$ cat src/rtl/mdu_pkg.sv
// mdu_pkg: shared op encodings, FSM states and default width for the divide unit
package mdu_pkg;
  localparam int DEF_XLEN = 32;
  localparam logic [1:0] OP_DIV  = 2'b00;
  localparam logic [1:0] OP_DIVU = 2'b01;
  localparam logic [1:0] OP_REM  = 2'b10;
  localparam logic [1:0] OP_REMU = 2'b11;
  typedef enum logic [1:0] {IDLE, CALC, DONE} state_t;
endpackage

$ cat src/rtl/mdu_div_step.sv
// div_step: one restoring iteration; in rem, quo, dmag (divisor magnitude); out rem_n, quo_n (one extra bit keeps the compare exact)
module div_step #(
  parameter int XLEN = 32
) (
  input  logic [XLEN-1:0] rem,
  input  logic [XLEN-1:0] quo,
  input  logic [XLEN-1:0] dmag,
  output logic [XLEN-1:0] rem_n,
  output logic [XLEN-1:0] quo_n
);
  logic [XLEN:0] sh, diff;
  assign sh = {rem, quo[XLEN-1]};
  assign diff = sh - {1'b0, dmag};
  assign rem_n = diff[XLEN] ? sh[XLEN-1:0] : diff[XLEN-1:0];
  assign quo_n = {quo[XLEN-2:0], ~diff[XLEN]};
endmodule

$ cat src/rtl/mdu_div_unit.sv
// mdu_div_unit: RV32M DIV/DIVU/REM/REMU radix-2 restoring divider; in clk, reset(async), start, op, dividend, divisor, kill; out stall, busy, done, result
module mdu_div_unit import mdu_pkg::*; #(
  parameter int XLEN = DEF_XLEN,
  parameter int CNT_W = 5
) (
  input  logic            clk,
  input  logic            reset,
  input  logic            start,
  input  logic [1:0]      op,
  input  logic [XLEN-1:0] dividend,
  input  logic [XLEN-1:0] divisor,
  input  logic            kill,
  output logic            stall,
  output logic            busy,
  output logic            done,
  output logic [XLEN-1:0] result
);
  state_t state, state_n;
  logic [CNT_W-1:0] cnt;
  logic rem_sel, sa, sb, a_neg, b_neg, take, last;
  logic [XLEN-1:0] dmag, rem, quo, rem_n, quo_n, amag_in, bmag_in, val, res_fix;
  div_step #(.XLEN(XLEN)) u_step (
    .rem(rem),
    .quo(quo),
    .dmag(dmag),
    .rem_n(rem_n),
    .quo_n(quo_n)
  );
  assign a_neg = ~op[0] & dividend[XLEN-1];
  assign b_neg = ~op[0] & divisor[XLEN-1];
  assign amag_in = a_neg ? -dividend : dividend;
  assign bmag_in = b_neg ? -divisor : divisor;
  assign take = (state == IDLE) & start & ~kill;
  assign last = cnt == CNT_W'(XLEN - 1);
  assign val = rem_sel ? rem_n : quo_n;
  assign res_fix = (rem_sel ? sa : sa ^ sb) ? -val : val;
  assign stall = take | (state == CALC);
  assign busy = state != IDLE;
  always_comb begin
    state_n = IDLE;
    if (!kill)
      state_n = (state == IDLE) ? (start ? (divisor == '0 ? DONE : CALC) : IDLE) :
                (state == CALC) ? (last ? DONE : CALC) : IDLE;
  end
  always_ff @(posedge clk or posedge reset)
    if (reset) state <= IDLE;
    else state <= state_n;
  always_ff @(posedge clk or posedge reset) begin
    if (reset) begin
      cnt <= '0;
      done <= 1'b0;
      result <= '0;
      rem_sel <= 1'b0;
      sa <= 1'b0;
      sb <= 1'b0;
      dmag <= '0;
      rem <= '0;
      quo <= '0;
    end else begin
      done <= state_n == DONE;
      if (take) begin
        rem_sel <= op[1];
        sa <= a_neg;
        sb <= b_neg;
        dmag <= bmag_in;
        quo <= amag_in;
        rem <= '0;
        cnt <= '0;
        if (divisor == '0) result <= op[1] ? dividend : '1;
      end else if (state == CALC && !kill) begin
        rem <= rem_n;
        quo <= quo_n;
        cnt <= cnt + 1'b1;
        if (last) result <= res_fix;
      end
    end
  end
endmodule

$ cat config.mk
export PLATFORM = sky130hd
export DESIGN_NAME = mdu_div_unit
export DESIGN_NICKNAME = d
export VERILOG_FILES = /design/src/rtl/mdu_pkg.sv /design/src/rtl/mdu_div_step.sv /design/src/rtl/mdu_div_unit.sv
export SDC_FILE = /design/constraint.sdc
export NUM_CORES = 1
export LEC_CHECK = 0
export ABC_AREA = 1
export CAP_MARGIN = 20
export CORE_ASPECT_RATIO = 1.75
export CORE_MARGIN = 4
export CORE_UTILIZATION = 50
export DETAILED_ROUTE_END_ITERATION = 8
export DONT_BUFFER_PORTS = 1
export PLACE_DENSITY_LB_ADDON = 0.08
export SLEW_MARGIN = 25
export SYNTH_ARGS = -nofsm -noshare
export SYNTH_HDL_FRONTEND = slang
export SYNTH_SLANG_ARGS = --single-unit
$ cat constraint.sdc
create_clock -name clk -period 7.25 [get_ports clk]
set_input_delay 1.8125 -clock clk [delete_from_list [all_inputs] [get_ports clk]]
set_output_delay 1.8125 -clock clk [all_outputs]
set_load 0.02 [all_outputs]
-- Yosys cells after proc, flatten, opt, wreduce, memory -nomap -nowiden
Cells that the tools add are included.
- register bits: 139
- logic and storage cells: 59
- add/subtract/negate cells: 5
- equal/unequal tests: 4
- mux-type cells: 23
- bitwise operators: 9
- reductions and logical operators: 8
- operator list (cell ; number):
    $mux W32 ; 14
    $neg A32 Y32 ; 3
    $sub A33 B32 Y33 ; 1
    $logic_not A32 Y1 ; 1
    $mux W2 ; 6
    $mux W5 ; 2
    $reduce_bool A2 Y1 ; 3
    $add A5 B1 Y5 const B ; 1
    $eq A5 B5 Y1 const B ; 1
    $and A1 B1 Y1 ; 4
    $not A1 Y1 ; 3
    $reduce_and A3 Y1 ; 1
    $eq A2 B1 Y1 const B ; 1
    $eq A2 B2 Y1 const B ; 1
    $logic_not A2 Y1 ; 1
    $ne A2 B1 Y1 const B ; 1
    $logic_and A1 B1 Y1 ; 1
    $logic_not A1 Y1 ; 1
    $mux W1 ; 1
    $or A1 B1 Y1 ; 1
    $xor A1 B1 Y1 ; 1

-- Depth between registers and ports, before layout
Gate-level depths: netlist (run 1).
- depth in word-level cells: 8
- depth in mapped cells: 29

-- Hierarchy
A second synthesis (run 1) with hierarchy kept.
- cell total of the unflattened synthesis: 2115
- area, all modules: 12505.7 um2
- by module, submodules not included (module ; instances ; cells an instance ; area an instance (um2) ; sequential area each (um2)):
    mdu_div_unit ; 1 ; 1401 ; 9110.0 ; 3478.3
    div_step ; 1 ; 714 ; 3395.8 ; 0.0

-- Least setup slack after synthesis (run 1)
No wires, ideal clock.
- path kind: input port to output port
- start point: in kill
- end point: out stall
- arrival time: 2.788 ns
- data required time: 5.438 ns
- setup slack: 2.649 ns
- stages: 5
- buffers on the path: 2
- cell sequence: inv_1 nand3_1 clkbuf_1 clkbuf_1 nand2_1
- word-level cells in the longest chain between the ends: 3
- RTL lines (element ; RTL line ; source):
    start: declaration ; mdu_div_unit.sv:12 ; input logic kill,
    $not A1 Y1 ; mdu_div_unit.sv:33 ; assign take = (state == IDLE) & start & ~kill;
    $and A1 B1 Y1 ; mdu_div_unit.sv:33 ;
    $or A1 B1 Y1 ; mdu_div_unit.sv:37 ; assign stall = take | (state == CALC);
    end: declaration ; mdu_div_unit.sv:13 ; output logic stall,
No other way between the ends.

-- Final worst setup path (run 1)
- start point: in kill
- end point: reg quo[23]
- word-level cells in the longest chain between the ends: 3
- elaborated cells on any way between the ends: 6
- classes of those cells: mux: 1; bitwise: 2; reduce/logical: 3
- RTL lines (element ; RTL line ; source):
    $not A1 Y1 / $logic_not A1 Y1 (equally long branches) ; mdu_div_unit.sv:33, mdu_div_unit.sv:70 ;
    $and A1 B1 Y1 / $logic_and A1 B1 Y1 (equally long branches) ; mdu_div_unit.sv:33, mdu_div_unit.sv:70 ;
    $mux W32 / $reduce_bool A2 Y1 (equally long branches) ; n/a ;
    end signal: assignment ; mdu_div_unit.sv:66 ; quo <= amag_in;
    end signal: assignment ; mdu_div_unit.sv:72 ; quo <= quo_n;
    end: declaration ; mdu_div_unit.sv:21 ; logic [XLEN-1:0] dmag, rem, quo, rem_n, quo_n, amag_in, bmag_in, val, res_fix;
Parallel ways exist; a longest one is shown, timed or not.
A chain may end at the register's enable or synchronous reset.

==> out/qor.txt, run 1 <==
Status - completed
DR WL/cell - 18.12 µm
Yosys top cell area share - 0.2815
Antenna-violating nets left - 0
Post-cts hold buffer count - 0
Initial antenna violation count - 0
Synth cell types - 52
PnR worst setup slack - 2380 ps
Post-synthesis mux area share - 0
Top cells by area, synth - dfrtp_1 (28%), nand2_1 (23%), inv_1 (9.0%)
Compound-Gate Fraction of Synth Area - 0.1078
Die Span Y - 216.0 µm
Synth Warn # - 0
Max clock buf depth - 2
Worst min-delay path class - flop to flop
Max_slew headroom - 0.3104
Mean Syn Cell Area - 6.100 µm²
Critical-path cell list - inv_1, nand3_2, inv_2, nor2_1, buf_4, inv_1, buf_4, o22ai_1, o21bai_1
Setup TNS - 0 ps
Final Core Density - 0.5386
Slowest CP cell - inv_2
Die area - 27390 µm²
Final period util - 0.6718
DR iter-0 viols - 894
Die W - 126.8 µm
Register area share after synthesis - 0.2815
Post-synth net total - 2134
RSZ-0062 raised after global routing - false
Fillers - 2625
Global-route wire length before repair - 66840 µm
Setup Fix Bufs, Post-CTS - 0
Area of the multi-input gates - 7403 µm²
Clock Skew - 11.96 ps
First drt pass iteration count - 6
CTS Sinks - 139
Cell Pwr Density - 484.5 nW/µm²
Met3 wire length - 1688 µm
Clk pin slew, worst setup/hold paths - 60 ps
Setup crit end kind - flop
Met2 WL - 21130 µm
Tot GR Track Use - 0.3114
Nets@finish - 2096
FP Rows - 75
Total Power - 6.318 mW
Mapped Cells - 2026
Skew-Pair Late Insertion Delay - 450 ps
Slowest stage delay, CP - 1090 ps
Vias in the first global route - 12400
Hold Path Depth - 2
Core Footprint - 24210 µm²
Post-Syn Area - 12360 µm²
CP arrival - 5210 ps
Post-Synth Adder-Cell Area - 0.03908
Highest layer used for signal routing - met4
Hold_sp - dmag[5]
Min cycle time layout - 4870 ps
Final hold violation count - 0
Root buffer cell - clkbuf_16
Peak VDD IR - 288.3 µV
Synthesized flop and latch total - 139
Worst R2R Path Depth - 24
CP Data Required Time - 7590 ps
Count leader, synth - nand2_1
PortBufs - 0
GRT overflow - 0
Crit Path Max Fanout - 57
Total of max-cap violations - 0
Initial Util - 0.5104
Share of cells above drive strength 1 - 0.05797
Beginning of the critical path - kill
Worst r2r src - dmag[23]
CTS tree - built
WL final - 41840 µm
Routability cong. - 0.9800
WL met1 - 16200 µm
Peak Freq - 205.3 MHz
Area leader, netlist - dfrtp_1
Post-synth EDFFs - 0
Max H-tree Level - 4
Dpl hpwl - 33200 µm
Via density - 5.432
Asr flop ratio synth - 1.000
DRC viols - 0
Quantity of gates resized following cts - 0
Diode count - 0
Post-Synth Simple-Gate Area - 0.4180
Slew Limit Fails - 0
Area grow syn2layout - 5.518%
Final Cell Area - 13040 µm²
Largest net degree at the start of global routing - 83
Leakage - 7.113 nW
Reg area - 3480 µm²
TritonCTS Buffers - 17
Worst slack, placed - 1922 ps
Critical path launch point type - input pin
Worst slew pin tran - 1034 ps
Crit path kind - input pin to flop
Final setup fails - 0
Commonest cells in the netlist - nand2_1 (741), inv_1 (295), nand3_1 (210)
Placed standard-cell area - 12490 µm²
Vias - 12540
Largest family of logic cells by synthesized area - simple AND/OR/NAND/NOR gates
Xor and xnor area share after synthesis - 0.03331
Ys flop type - dfrtp_1
I/O pin cnt - 105
==> metrics by stage <==
step / std cells / hold WS (ps)
after floorplan: 2026 / 453.0
after global placement: 2277 / 471.7
after detailed placement: 2277 / 473.3
after CTS: 2309 / 488.8
after global routing: 2309 / 521.8
final: 2309 / 483.2
==> layer usage <==
metal / global-route usage / up-vias
met3: 0.04478 / 95
met4: 0.1804 / 0
met1: 0.3546 / 5761
met5: 0 / -
met2: 0.5477 / 345
li1: - / 6341
==> power by group <==
part	leakage (nW)	total, mW	switching (mW)	internal (mW)
Combinational	5.08	4.07	2.85	1.22
Clock	0.263	0.849	0.374	0.475
Sequential	1.77	1.40	0.332	1.07
==> cell usage in the layout (no fill, tap or decap), types with 6 or more instances in the layout <==
cell type  netlist  final
xor2_1          35     35
nor2_4           6      6
a21oi_1         56     56
nand4_1         16     16
nor2_1         151    149
nor3_1          19     19
clkbuf_16        0     17
o221ai_1        29     29
xnor2_1         12     12
nand2_2         31     31
buf_4            3     11
inv_1          295    293
nor2_2           8     10
nand2_1        741    741
ha_1            37     37
nand3b_1         9      9
dfrtp_1        139    138
o21ai_0         89     89
nand3_1        210    209
o22ai_1         14     14
==> worst max-delay path, delay by kind of cell <==
kind | cells | cell delay (ps)
AND/OR/NAND/NOR | 2 | 990
buffers and inverters | 5 | 1980
AO/OA/AOI/OAI | 2 | 300
==> state kept, by name (all words and copies together), names as in the netlist <==
name	count
dmag	32
quo	32
rem	32
result	32
cnt	5
state	2
done	1
rem_sel	1
sa	1
sb	1
==> cell families after synthesis <==
group / count (synthesis)
and+or+nand+nor: 1211
buffers and inverters: 369
AOI/OAI and AO/OA: 222
DFF: 139
xor gates and xnor gates: 47
adders and majority gates: 38
==> area by class of cell <==
cell class	instances	share of cell area
multi-input combinational	1518	0.5677
sequential	139	0.2668
inverter	301	0.08703
clock buffer	20	0.03349
tap	308	0.02955
clock inverter	12	0.009019
timing repair buffer	11	0.006333
==> path summary, 6_finish.rpt <==
kind,endpoint,slack (ps)
min reg2reg,dmag[5],480
min,dmag[5],480
max,quo[23],2380
max reg2reg,result[17],3040
min in group asynchronous,result[2],1340
max in group asynchronous,rem[13],4660
No activity file was read; power rests on OpenSTA's default activity.
==> run 2, diff against run 1 <==
==> constraint.sdc (replaced) <==
create_clock -name clk -period 5.1 [get_ports clk]
set_input_delay 1.275 -clock clk [delete_from_list [all_inputs] [get_ports clk]]
set_output_delay 1.275 -clock clk [all_outputs]
set_load 0.02 [all_outputs]
==> run 2 against run 1 <==
Non-clock buffer count rose by 3. Clock power is 40% higher. Die area is the same. Setup slack got worse by 1400 ps. Via count is 0.65% lower. Clock skew grew 3.6 ps. Cell area increased by 0.17%. Global-route usage decreased by 0.43 points. Power grew 42%. Highest routed layer unchanged. Critical path depth increased by 16.
==> out/qor.txt, run 2 (synthesis results as in run 1) <==
Setup crit end kind - flop
Status - completed
Share of cells above drive strength 1 - 0.05988
Peak VDD IR - 373.1 µV
Max_slew headroom - 0.4108
Die Span Y - 216.0 µm
Final setup fails - 0
Critical path launch point type - flop
Largest net degree at the start of global routing - 106
Leading cell types in the layout, fill and taps excluded - nand2_1 (741), inv_1 (293), nand3_1 (209)
CTS tree - built
Sw Ratio - 0.5645
RSZ-0062 raised after global routing - false
Worst R2R Path Depth - 25
First drt pass iteration count - 5
Most common cell after layout, fill and taps aside - nand2_1
Min cycle time layout - 4159 ps
DRC viols - 0
Worst r2r dst - result[16]
Worst min-delay path class - flop to flop
Crit path kind - flop to flop
Area grow syn2layout - 5.700%
Slowest stage delay, CP - 440 ps
Initial antenna violation count - 0
Worst r2r src - quo[31]
DR WL/cell - 18.10 µm
Dpl hpwl - 33430 µm
Tot GR Track Use - 0.3071
Power share of the clock group - 0.132
Post-cts hold buffer count - 0
Initial Util - 0.5104
Post-placement cell count - 2280
R2r setup slk - 940 ps
Fillers - 2574
Peak Freq - 240.4 MHz
Clk pin slew, worst setup/hold paths - 70 ps
Routability cong. - 1.022
Worst slew pin tran - 882.8 ps
Top cell family by delay on the critical path - simple AND/OR/NAND/NOR gates
TritonCTS Buffers - 17
Beginning of the critical path - quo[31]
Comb power frac - 0.645
Global-route wire length before repair - 65360 µm
Max clock buf depth - 2
Final hold violation count - 0
Nets@finish - 2099
Clock Skew - 15.61 ps
Vias in the first global route - 12130
Crit path depth - 25
Antenna-violating nets left - 0
Leakage - 7.131 nW
Cell Pwr Density - 686.0 nW/µm²
Crit Path Max Fanout - 36
DR iter-0 viols - 898
Core Footprint - 24210 µm²
Setup Fix Bufs, Post-CTS - 0
Internal power - 3.903 mW
Root buffer cell - clkbuf_16
Quantity of gates resized following cts - 0
CP Data Required Time - 5480 ps
Crit path capture - result[16]
GRT overflow - 0
Final period util - 0.8155
Sw Pwr - 5.058 mW
WL final - 41850 µm
Skew-Pair Late Insertion Delay - 460 ps
Cell Count, Final, Fillers Out - 2312
Diode count - 0
Hold slack final - 486.8 ps
CP arrival - 4540 ps
PortBufs - 0
Most frequent CP cell - nand2_1
FP Rows - 75
Die area - 27390 µm²
Setup TNS - 0 ps
Die W - 126.8 µm
Via density - 5.390
Slew Limit Fails - 0
Slowest CP cell - fa_1
Reg power frac - 0.223
I/O pin cnt - 105
CTS Sinks - 139
Vias - 12460
CP bufs+invs - 2
Total of max-cap violations - 0
Max H-tree Level - 4
-- run 2: cell count changes in the layout (fill, tap and decap cells not counted), sizes merged --
cell / before / now
buf: 11 / 14
bufinv: 1 / 0
clkinv: 7 / 6
clkinvlp: 3 / 2
inv: 302 / 305
-- run 2: worst min-delay path, stage by stage, from the launching register on --
cell and delay [ps]:
dfrtp_1 350, nand2_1 50, o21ai_0 60
-- run 2: worst min path at each step --
stage,from,to,slack (ps),cells after the start
floorplan,dmag[10],dmag[10],450,2
global placement,dmag[3],dmag[3],470,2
detailed placement,dmag[8],dmag[8],480,2
CTS,dmag[8],dmag[8],490,2
global route,dmag[24],dmag[24],520,2
finish,dmag[8],dmag[8],490,2
-- run 2: power by group through the flow --
stage / clock, mW / sequential (mW) / combinational, mW
global route: 1.26 / 2.05 / 6.47
finish: 1.19 / 2.00 / 5.78
global placement: 0 / 2.01 / 5.68
floorplan: 0 / 1.88 / 4.35
detailed placement: 0 / 2.02 / 5.70
CTS: 1.21 / 2.00 / 5.74
-- run 2: metrics by stage --
step                setup slack (ps)  cell area (µm²)  power (mW)    util
floorplan                      100.5            12360       6.230       -
global placement                1008            12510       7.696  0.5166
detailed placement             939.1            12510       7.720  0.5166
CTS                             1006            13060       8.949  0.5394
global route                   731.4            13060       9.781  0.5395
finish                         941.1            13060       8.960  0.5395
-- run 2: layout make-up --
class | instances | area, µm² | share of cell area
multi-input combinational | 1518 | 7403 | 0.5668
sequential | 139 | 3480 | 0.2664
inverter | 301 | 1137 | 0.08707
clock buffer | 20 | 446.7 | 0.03420
tap | 308 | 385.4 | 0.02950
clock inverter | 12 | 105.1 | 0.008046
timing repair buffer | 14 | 105.1 | 0.008046
-- run 2: per-layer routing --
layer	GRT usage	up-vias	part of all wire
li1	-	6349	-
met1	0.3475	5656	0.38
met2	0.5403	350	0.51
met3	0.04033	106	0.039
met4	0.1883	0	0.067
met5	0	-	0
==> run 3, diff against run 2 <==
--- a/config.mk
+++ b/config.mk
@@ -5,7 +5,7 @@
 export SDC_FILE = /design/constraint.sdc
 export NUM_CORES = 1
 export LEC_CHECK = 0
-export ABC_AREA = 1
+export ABC_AREA = 0
 export CAP_MARGIN = 20
 export CORE_ASPECT_RATIO = 1.75
 export CORE_MARGIN = 4
==> constraint.sdc (replaced) <==
create_clock -name clk -period 4.1 [get_ports clk]
set_input_delay 1.025 -clock clk [delete_from_list [all_inputs] [get_ports clk]]
set_output_delay 1.025 -clock clk [all_outputs]
set_load 0.02 [all_outputs]
==> run 3 against run 2 <==
Largest power group unchanged. Highest routed layer unchanged. Setup slack worse by 1200 ps. Wire length decreased by 4.9%. Sequential share of layout area shrank 3.2 points. Critical path type unchanged. The run now ends with negative setup slack left.
==> out/qor.txt, run 3 <==
Status - finished with violations
Failing checks - negative setup slack
Vias in the first global route - 12010
Nets@finish - 1758
Dpl hpwl - 30360 µm
Yosys top cell area share - 0.3035
First drt pass iteration count - 5
Cell Count, Final, Fillers Out - 1960
Min cycle time layout - 4327 ps
Antenna-violating nets left - 0
Skew-Pair Late Insertion Delay - 440 ps
FP Rows - 73
Total of max-cap violations - 0
Synth cell types - 88
Mapped Cells - 1447
Worst min-delay path class - flop to flop
Max H-tree Level - 4
Post-synth EDFFs - 0
Die Span Y - 208.3 µm
Leakage - 6.498 nW
Post-cts hold buffer count - 0
Worst r2r src - dmag[0]
Clock Skew - 7.986 ps
Ys flop type - dfrtp_1
Leading cell types in the layout, fill and taps excluded - buf_4 (251), nand2_1 (163), o21ai_0 (143)
CTS Sinks - 139
Post-synthesis mux area share - 0.03745
DR iter-0 viols - 815
Hold slack final - 482.8 ps
Crit path kind - flop to flop
Critical path launch point type - flop
PortBufs - 0
Area of the multi-input gates - 8056 µm²
CTS tree - built
PnR worst setup slack - -227.4 ps
Via density - 6.040
Vias - 11840
Fillers - 2024
Area grow syn2layout - 29.77%
R2r setup slk - -230 ps
Peak Freq - 231.1 MHz
Share of cells above drive strength 1 - 0.2590
Post-Synth Simple-Gate Area - 0.2157
Setup crit end kind - flop
Crit Path Max Fanout - 8
Register area share after synthesis - 0.3035
Worst slack, placed - -407.6 ps
Tot GR Track Use - 0.3131
Beginning of the critical path - dmag[0]
WL final - 39790 µm
DR WL/cell - 20.30 µm
Reg area - 3480 µm²
Final period util - 1.055
Compound-Gate Fraction of Synth Area - 0.2691
Hold Path Depth - 2
Worst slew pin tran - 851.3 ps
Peak VDD IR - 423.7 µV
Largest net degree at the start of global routing - 78
Initial Util - 0.5059
Xor and xnor area share after synthesis - 0.08090
Slew Limit Fails - 0
Synth Warn # - 0
Global-route wire length before repair - 62920 µm
Routability cong. - 0.9917
Synthesized flop and latch total - 139
Post-Synth Adder-Cell Area - 0.04214
Final hold violation count - 0
I/O pin cnt - 105
Count leader, synth - nand2_1
Max clock buf depth - 2
CP Data Required Time - 4400 ps
Die W - 122.4 µm
Commonest cells in the netlist - nand2_1 (164), o21ai_0 (148), dfrtp_1 (139)
CP arrival - 4630 ps
Cell Pwr Density - 820.1 nW/µm²
Crit path capture - result[30]
RSZ-0062 raised after global routing - true
TritonCTS Buffers - 17
Area leader, netlist - dfrtp_1
Most common cell after layout, fill and taps aside - buf_4
Total Power - 12.20 mW
Root buffer cell - clkbuf_16
Clk pin slew, worst setup/hold paths - 60 ps
Largest family of logic cells by synthesized area - compound AO/OA/AOI/OAI gates
Mean Syn Cell Area - 7.920 µm²
Top cells by area, synth - dfrtp_1 (30%), o21ai_0 (6.5%), nand2_1 (5.4%)
Die area - 25500 µm²
Asr flop ratio synth - 1.000
Setup TNS - -2891 ps
Worst r2r dst - result[30]
GRT overflow - 0
Final setup fails - 21
Post-placement cell count - 1894
Core Footprint - 22650 µm²
DRC viols - 0
Post-synth net total - 1555
Post-Syn Area - 11460 µm²
Diode count - 0
Initial antenna violation count - 0
Max_slew headroom - 0.4313
Worst R2R Path Depth - 15
[run 3: cells by family after synthesis]
| logic type | count (synthesis) |
|---|---|
| flops | 139 |
| xor+xnor | 105 |
| fa+ha+maj | 38 |
| simple gates | 508 |
| buf+inv | 148 |
| mux | 41 |
| compound gates | 468 |
[run 3: routing by layer]
| metal | global-route usage | routed length [µm] | vias to the layer above | share of wire |
|---|---|---|---|---|
| met5 | 0 | 0 | - | 0 |
| met4 | 0.1601 | 1886 | 0 | 0.047 |
| met3 | 0.04868 | 2099 | 101 | 0.053 |
| met2 | 0.5384 | 20120 | 382 | 0.51 |
| met1 | 0.3719 | 15680 | 5681 | 0.39 |
| li1 | - | - | 5674 | - |
[run 3: what timing repair did]
item	CTS	global route
endpoints found under the setup margin	24	24
pin swaps	55	39
buffers inserted	27	11
resized for setup	69	34
[run 3: where the power goes]
part           internal [mW]  switching, mW
logic                   4.20           4.52
clock network          0.887          0.578
registers               1.68          0.336
total                   6.76           5.43
[run 3: worst max-delay path, stage by stage, from the launching register on]
cell and delay (ps):
dfrtp_1 420, ha_4 180, inv_2 50, fa_2 200
a211oi_2 70, o211ai_1 320, a21oi_2 120, a211o_4 350
a21o_4 260, xnor2_4 290, mux2_4 340, mux2_2 280
or4_4 590, o41ai_4 390, xor2_1 200, o221ai_1 110
[run 3: stage by stage]
step | instance area (µm²) | util
2_1_floorplan | 11700 | -
3_3_place_gp | 13550 | 0.5981
3_5_place_dp | 13550 | 0.5982
4_1_cts | 14620 | 0.6455
5_1_grt | 14870 | 0.6565
6_report | 14870 | 0.6565
[run 3: cell type report]
cell class              count  area share
clock buffers              27     0.03382
clock inverters             2    0.002356
well taps                 300     0.02524
multi-input cells        1160      0.5417
repair buffers            277      0.1487
inverters                  55     0.01413
flip-flops and latches    139      0.2340
[run 3: worst min path at each step]
stage	startpoint	to	slack [ps]
2_1_floorplan	dmag[10]	dmag[10]	450
6_report	dmag[8]	dmag[8]	480
3_5_place_dp	dmag[8]	dmag[8]	470
5_1_grt	dmag[6]	dmag[6]	510
3_3_place_gp	dmag[5]	dmag[5]	460
4_1_cts	dmag[8]	dmag[8]	490
